### config.mk
export PLATFORM = sky130hd
export DESIGN_NAME = lsu_data_port
export DESIGN_NICKNAME = d
export VERILOG_FILES = /design/src/rtl/lsu_data_port.sv
export SDC_FILE = /design/constraint.sdc
export NUM_CORES = 1
export LEC_CHECK = 0
export ABC_AREA = 1
export CORE_MARGIN = 2
export CORE_UTILIZATION = 53
export CTS_CLUSTER_SIZE = 12
export DETAILED_ROUTE_END_ITERATION = 12
export GPL_ROUTABILITY_DRIVEN = 0
export PLACE_DENSITY_LB_ADDON = 0.2
export REMOVE_ABC_BUFFERS = 1
export SETUP_SLACK_MARGIN = 0.15
export SLEW_MARGIN = 20
export SYNTH_ARGS = -nofsm -noshare
export SYNTH_HDL_FRONTEND = slang
export SYNTH_SLANG_ARGS = --single-unit
### constraint.sdc
create_clock -name clk_i -period 7.7 [get_ports clk_i]
set_input_delay 1.925 -clock clk_i [delete_from_list [all_inputs] [get_ports clk_i]]
set_output_delay 1.925 -clock clk_i [all_outputs]
set_load 0.02 [all_outputs]
### src/rtl/lsu_data_port.sv
// lsu_data_port: RV32 load/store data port between execute and a word-addressed, byte-masked memory.
// Latency: 2 cycles from request handshake to response (3 if the access is split, 1 for an error).
// Backpressure: req_ready_o is high only in IDLE. The response is held until rsp_ready_i.
// Optional feature: define LSU_MISALIGNED_EN to support misaligned accesses.
//   Word-crossing accesses then use two memory cycles.
//   Without it, any address that is not a multiple of the size returns rsp_err_o.
// Ports:
//   clk_i, rst_i                      clock, async active-high reset
//   req_valid_i/req_ready_o           request handshake
//   req_we_i, req_funct3_i            store/load select and RV32 width/sign code
//   req_addr_i, req_wdata_i           byte address and right-justified store data
//   rsp_valid_o/rsp_ready_i           response handshake
//   rsp_rdata_o, rsp_err_o            load result and fault flag
//   mem_cs_o, mem_we_o, mem_mask_o    memory chip select, write enable and byte mask
//   mem_addr_o, mem_wdata_o           memory word address and lane-aligned write data
//   mem_rdata_i                       combinational read data for mem_addr_o
module lsu_data_port #(
  parameter int DW    = 32,
  parameter int ADDRW = 8
) (
  input  logic             clk_i,
  input  logic             rst_i,
  input  logic             req_valid_i,
  output logic             req_ready_o,
  input  logic             req_we_i,
  input  logic [2:0]       req_funct3_i,
  input  logic [31:0]      req_addr_i,
  input  logic [DW-1:0]    req_wdata_i,
  output logic             rsp_valid_o,
  input  logic             rsp_ready_i,
  output logic [DW-1:0]    rsp_rdata_o,
  output logic             rsp_err_o,
  output logic             mem_we_o,
  output logic             mem_cs_o,
  output logic [3:0]       mem_mask_o,
  output logic [ADDRW-1:0] mem_addr_o,
  output logic [DW-1:0]    mem_wdata_o,
  input  logic [DW-1:0]    mem_rdata_i
);

  localparam logic [1:0] S_IDLE = 2'd0;
  localparam logic [1:0] S_ACC0 = 2'd1;
  localparam logic [1:0] S_ACC1 = 2'd2;
  localparam logic [1:0] S_RESP = 2'd3;

  logic [1:0]       state;
  logic             we_q;
  logic [2:0]       funct3_q;
  logic [ADDRW+1:0] addr_q;
  logic [31:0]      wdata_q;
  logic             err_q;
  logic [31:0]      lo_q;    // word read in ACC0
  logic [31:0]      hi_q;    // following word read in ACC1

  // Upper address bits lie outside the memory and are ignored.
  logic unused_addr;
  assign unused_addr = ^req_addr_i[31:ADDRW+2];

  // Request decode, evaluated in IDLE
  logic f3_bad;
  logic misal;
  logic req_err;

  always_comb begin
    if (req_we_i) begin
      f3_bad = req_funct3_i[2] | (req_funct3_i[1:0] == 2'b11);
    end else begin
      f3_bad = (req_funct3_i == 3'b011) | (req_funct3_i[2:1] == 2'b11);
    end
    misal = ((req_funct3_i[1:0] == 2'b01) & req_addr_i[0]) |
            ((req_funct3_i[1:0] == 2'b10) & (req_addr_i[1:0] != 2'b00));
`ifdef LSU_MISALIGNED_EN
    req_err = f3_bad;
`else
    req_err = f3_bad | misal;
`endif
  end

  // Lane alignment of the captured request
  logic [1:0]       off;
  logic [ADDRW-1:0] word;
  logic [3:0]       size_mask;
  logic [7:0]       mask_wide;   // [3:0] first word, [7:4] spill into next word
  logic [63:0]      wdata_wide;
  logic [31:0]      raw;
  logic [31:0]      load_val;
  logic             split;

  assign off  = addr_q[1:0];
  assign word = addr_q[ADDRW+1:2];

  always_comb begin
    case (funct3_q[1:0])
      2'b00:   size_mask = 4'b0001;
      2'b01:   size_mask = 4'b0011;
      default: size_mask = 4'b1111;
    endcase
  end

  assign mask_wide  = {4'b0000, size_mask} << off;
  assign wdata_wide = {32'b0, wdata_q} << {off, 3'b000};
  // Bytes above the access size may be stale, but extension discards them.
  assign raw        = 32'({hi_q, lo_q} >> {off, 3'b000});

`ifdef LSU_MISALIGNED_EN
  assign split = (mask_wide[7:4] != 4'b0000);
`else
  assign split = 1'b0;
`endif

  always_comb begin
    case (funct3_q)
      3'b000:  load_val = {{24{raw[7]}}, raw[7:0]};
      3'b001:  load_val = {{16{raw[15]}}, raw[15:0]};
      3'b100:  load_val = {24'b0, raw[7:0]};
      3'b101:  load_val = {16'b0, raw[15:0]};
      default: load_val = raw;
    endcase
  end

  always_ff @(posedge clk_i or posedge rst_i) begin
    if (rst_i) begin
      state    <= S_IDLE;
      we_q     <= 1'b0;
      funct3_q <= 3'b000;
      addr_q   <= '0;
      wdata_q  <= 32'b0;
      err_q    <= 1'b0;
      lo_q     <= 32'b0;
      hi_q     <= 32'b0;
    end else begin
      case (state)
        S_IDLE: begin
          if (req_valid_i) begin
            we_q     <= req_we_i;
            funct3_q <= req_funct3_i;
            addr_q   <= req_addr_i[ADDRW+1:0];
            wdata_q  <= req_wdata_i;
            err_q    <= req_err;
            state    <= req_err ? S_RESP : S_ACC0;
          end
        end
        S_ACC0: begin
          lo_q  <= mem_rdata_i;
          state <= split ? S_ACC1 : S_RESP;
        end
        S_ACC1: begin
          hi_q  <= mem_rdata_i;
          state <= S_RESP;
        end
        default: begin
          if (rsp_ready_i) state <= S_IDLE;
        end
      endcase
    end
  end

  assign req_ready_o = (state == S_IDLE);

  always_comb begin
    mem_cs_o    = 1'b0;
    mem_we_o    = 1'b0;
    mem_mask_o  = 4'b0000;
    mem_addr_o  = '0;
    mem_wdata_o = 32'b0;
    rsp_valid_o = 1'b0;
    rsp_err_o   = 1'b0;
    rsp_rdata_o = 32'b0;
    case (state)
      S_ACC0: begin
        mem_cs_o    = 1'b1;
        mem_we_o    = we_q;
        mem_mask_o  = mask_wide[3:0];
        mem_addr_o  = word;
        mem_wdata_o = wdata_wide[31:0];
      end
      S_ACC1: begin
        // The last word wraps to word 0.
        mem_cs_o    = 1'b1;
        mem_we_o    = we_q;
        mem_mask_o  = mask_wide[7:4];
        mem_addr_o  = word + {{(ADDRW-1){1'b0}}, 1'b1};
        mem_wdata_o = wdata_wide[63:32];
      end
      S_RESP: begin
        rsp_valid_o = 1'b1;
        rsp_err_o   = err_q;
        rsp_rdata_o = (we_q | err_q) ? 32'b0 : load_val;
      end
      default: ;
    endcase
  end

endmodule

* Word level (Yosys, flattened, before mapping)
Cells that the tools add are included.
** Storage, ports and cells
- Register bits :: 113
- Word-level logic and storage cells :: 56
** Operators by class
- Add/subtract/negate cells :: 1
- Equal/unequal tests :: 13
- Shift operators :: 3
- Muxes and demuxes :: 16
- Bitwise gates (word level) :: 7
- Reduce and logical (&&, ||, !) cells :: 8
** Operators by type and width (count)
- case mux 32 bit (4 select lines) :: 1
- 2-to-1 mux 32 bit :: 2
- case mux 32 bit (2 select lines) :: 1
- left shift 32 x 5 -> 64 bit :: 1
- right shift 64 x 5 -> 32 bit :: 1
- case mux 4 bit (2 select lines) :: 2
- case mux 8 bit (2 select lines) :: 1
- equality test 2 bit (second input constant) :: 5
- adder 8 x 1 -> 8 bit (second input constant) :: 1
- left shift 4 x 2 -> 8 bit :: 1
- equality test 2 x 1 -> 1 bit (second input constant) :: 3
- equality test 3 bit (second input constant) :: 2
- 2-to-1 mux 2 bit :: 3
- 2-to-1 mux 1 bit :: 5
- bitwise OR 1 bit :: 5
- logical NOT 2 bit :: 2
- case mux 2 bit (2 select lines) :: 1
- AND reduction 2 bit :: 2
- equality test 3 x 1 -> 1 bit (second input constant) :: 1
- equality test 3 x 2 -> 1 bit (second input constant) :: 1
- logical NOT 3 bit :: 1
- nonzero test 3 bit :: 1
- bitwise AND 1 bit :: 2
- != test 2 bit (second input constant) :: 1
- other kinds (2) :: 2

* Longest topological paths before layout
- Depth in word-level cells :: 7
- Depth in mapped cells :: 10
- Mapped depth without buffers :: 9

* Least setup slack after synthesis
Ideal clock, no wire load.
- Kind :: register to output
- Start :: register state[0]
- End :: output port mem_wdata_o[25]
- Arrival time :: 1765 ps
- Data required time :: 5775 ps
- Setup slack :: 4010 ps
- Cell stages (with the launch flop) :: 8
- Cells stage by stage :: dfrtp_1 inv_1 ha_1 nand2_1 inv_1 clkbuf_2 o21ai_0 a31oi_1
** On the way
- Cells in the longest elaborated chain, start to end :: 2
** Ends and longest elaborated chain
- start, declared :: RTL line 46 : logic [1:0] state;
- start signal, assigned :: RTL line 140 : state <= req_err ? S_RESP : S_ACC0;
- start signal, assigned :: RTL line 145 : state <= split ? S_ACC1 : S_RESP;
- equality test 2 bit / equality test 2 x 1 -> 1 bit (equally long branches) :: RTL line 169 : case (state)
- case mux 32 bit (2 select lines) * :: RTL line 169
- end, declared :: RTL line 37 : output logic [DW-1:0] mem_wdata_o,
Mark *: on every way between the ends. The rest lies on a longest branch, timed or not.

* Worst setup path after layout
- Start :: register addr_q[1]
- End :: output port mem_wdata_o[22]
** On the way
- Cells in the longest elaborated chain, start to end :: 2
** Ends and longest elaborated chain
- start, declared :: RTL line 49 : logic [ADDRW+1:0] addr_q;
- start signal, assigned :: RTL line 137 : addr_q <= req_addr_i[ADDRW+1:0];
- left shift 32 x 5 -> 64 bit :: RTL line 101 : assign wdata_wide = {32'b0, wdata_q} << {off, 3'b000};
- case mux 32 bit (2 select lines) :: RTL line 169
Every way passes these cells.

==> results.py <==
metrics = {
    "place": {
        "placed_cell_area_um2": 8340,
        "dp.cells": 1266,
        "portBuffers": 162,
        "dp_hpwl_mm": 12.1,
    },
    "layout": {
        "seq_area_um2": 2630,
        "mostFrequentLayoutCell": "nand2_1",
        "most-common-layout-cells": "nand2_1, clkdlybuf4s50_1, dfrtp_1",
        "finalInstanceArea_um2": 8640,
        "drive_gt1_frac": 0.0730,
        "area_growth_pct": 27.1,
        "fin_cells": 1281,
        "multi_input_area_um2": 3490,
        "finish.net_count": 1215,
        "diodes": 0,
        "fill_cells": 1105,
    },
    "pwr": {
        "p_seq_frac": 0.272,
        "p_total_w": 0.00381,
        "power.switching_w": 0.00185,
        "combPwrFrac": 0.606,
        "internal-power_w": 0.00196,
        "clockPowerShare": 0.123,
        "p_leak_nw": 4.22,
        "power.density_nw_per_um2": 441,
        "power.share.switching": 0.486,
        "ir_drop_v": 0.000295,
    },
    "synth": {
        "seq_area_frac_synth": 0.387,
        "synth_xor_area_frac": 0.00129,
        "ys_warn_count": 0,
        "netlist_area_um2": 6800,
        "synth-simple-area-share": 0.326,
        "synth-seq-cells": 105,
        "synth_area_per_cell_um2": 6.91,
        "synthAdderAreaFrac": 0.0110,
        "synth_compound_area_frac": 0.126,
        "synthCells": 984,
        "synthMuxAreaShare": 0.0480,
        "synth_top_family_by_area": "simple AND/OR/NAND/NOR gates",
        "synth_cell_types": 33,
    },
    "cts": {
        "clock_latency_ns": 0.36,
        "cts_buffer_depth": 2,
        "clk_pin_slew_ns": 0.07,
        "cts_buffers": 9,
        "root_buffer": "clkbuf_16",
        "tritoncts": "done",
        "cts-resized-gates": 0,
        "hold_buffers": 0,
        "cts.sink_count": 105,
        "post-cts-setup-buffers": 0,
        "h-tree-depth": 3,
    },
    "die": {
        "fp.dieH_um": 117,
        "io_pins": 185,
        "initial_core_util": 0.541,
        "die_area_um2": 13700,
        "die_w_um": 117,
        "core_area_um2": 12600,
        "row_count": 41,
    },
    "global_route": {
        "grt_pass1_vias": 6423,
        "gr-usage-all-layers": 0.283,
        "grt_overflow": 0,
        "met3_usage": 0.0865,
        "busiest_layer": "met2",
        "use_met2": 0.461,
        "grt_max_degree": 84,
        "grt_pass1_wl_mm": 30.3,
        "grt_use_met1": 0.361,
        "antenna_found_initial": 0,
    },
    "flow_run": {
        "maxCapViolCount": 0,
    },
    "drt": {
        "vias": 6783,
        "drcViolationCount": 0,
        "wirelength_mm": 18.3,
        "wl_per_cell_um": 14.3,
        "ant_nets": 0,
        "drt_iter0_markers": 652,
        "via_per_inst": 5.30,
        "dr.pass1.iters": 5,
    },
    "setup_path": {
        "r2r_cells": 6,
        "rr_startpoint": "state[1]$_DFFE_PP0P_",
        "setup.worst_path.start": "addr_q[1]$_DFFE_PP0P_",
        "reg2reg_to": "lo_q[14]$_DFFE_PP0P_",
        "cp.arrival_ns": 3.36,
        "required_ns": 5.78,
        "crit_chain": "buf_4, nand2_1, inv_1, nand3_1, a31oi_1, clkdlybuf4s50_1",
        "worstSetupEndpointType": "output port",
        "worstSetupPathType": "reg -> out",
        "critPathMaxStageDelay_ns": 0.85,
        "r2r_slack_ns": 5.49,
        "slowest_stage": "dfrtp_1",
        "setup.worst_path.end": "mem_wdata_o[22]",
        "start_kind": "register",
        "crit_path_max_fanout": 25,
    },
    "sta": {
        "period_share": 0.687,
        "max_freq_mhz": 189,
        "rsz0062_at_grt": "false",
        "hold_viol_final": 0,
        "min_period_ns": 5.29,
        "worstMarginPinSlew_ns": 0.904,
        "slew_viol_final": 0,
        "slew_headroom": 0.397,
        "fin_setup_tns_ns": 0,
        "finalClockSkew_ns": 0.00501,
        "finalSetupViolCount": 0,
    },
    "hold_path": {
        "hold_path.class": "reg -> reg",
        "hp-start": "hi_q[22]$_DFFE_PP0P_",
    },
    "status": {
        "status": "finished, final reports clean",
    },
}
==> sequential cells by signal (all words and copies together), names as in the netlist <==
| register | flops |
|---|---|
| wdata_q | 32 |
| state | 2 |
| funct3_q | 3 |
| err_q | 1 |
| lo_q | 32 |
| hi_q | 24 |
| addr_q | 10 |
| we_q | 1 |
==> per-layer routing <==
layer	up-vias	wire [µm]
li1	3372	-
met2	278	8610
met1	3111	7800
met4	0	248
met5	-	0
met3	22	1690
==> cell type report <==
type	count	share of cell area
clock inverters	4	0.00623
multi-input cells	732	0.403
well taps	172	0.0249
inverters	87	0.0385
repair buffers	170	0.195
clock buffers	11	0.0281
flip-flops and latches	105	0.304
==> cell families (layout without fill, tap and decap cells) <==
kind of cell	Yosys count	count (layout)
simple gates	534	534
flops	105	105
buf+inv	147	272
fa+ha+maj	6	6
xor+xnor	1	1
mux	29	29
compound gates	162	162
==> power by group through the flow <==
stage / combinational [W] / clock (W) / sequential [W]
2_1_floorplan: 0.00151 / 0 / 0.00103
3_3_place_gp: 0.00226 / 0 / 0.00103
3_5_place_dp: 0.00229 / 0 / 0.00104
4_1_cts: 0.00231 / 0.000475 / 0.00103
5_1_grt: 0.00259 / 0.000504 / 0.00108
6_report: 0.00231 / 0.000467 / 0.00104
==> synth_stat cells (all sizes together) <==
| cell | instances | area share |
|---|---|---|
| o22ai | 2 | 0.0018 |
| nand2 | 428 | 0.24 |
| nor3 | 1 | 0.00074 |
| o21ai | 74 | 0.054 |
| o211ai | 8 | 0.0088 |
| mux2 | 29 | 0.048 |
| ha | 6 | 0.011 |
| xor2 | 1 | 0.0013 |
| nand4 | 2 | 0.0018 |
| a31oi | 16 | 0.015 |
| clkbuf | 19 | 0.011 |
| clkinv | 3 | 0.0018 |
| a21oi | 62 | 0.046 |
| nor2 | 34 | 0.021 |
| nand3 | 69 | 0.064 |
| inv | 84 | 0.047 |
| dfrtp | 105 | 0.39 |
| buf | 41 | 0.042 |
==> worst min-delay path by stage <==
stage                                       to  depth (start not counted)
after CTS                  lo_q[7]$_DFFE_PP0P_                          2
after floorplan           hi_q[16]$_DFFE_PP0P_                          2
final                     hi_q[22]$_DFFE_PP0P_                          2
after global routing       lo_q[7]$_DFFE_PP0P_                          2
after global placement    hi_q[18]$_DFFE_PP0P_                          2
after detailed placement   lo_q[7]$_DFFE_PP0P_                          2
==> stage by stage <==
stage               utilization  hold WS (ns)  setup slack (ns)
CTS                       0.688         0.476              2.44
global route              0.688         0.503              2.17
finish                    0.688         0.475              2.41
global placement          0.664         0.456              2.84
floorplan                     -         0.442              2.25
detailed placement        0.664         0.458              2.83
==> worst max-delay path: cells and delay by family, from the launching register on <==
kind	cells	cell delay (ns)
and+or+nand+nor	2	0.41
AOI/OAI and AO/OA	1	0.24
buffers and inverters	3	1.49
DFF	1	0.85
Note: power is estimated with default switching activity, not from simulation.
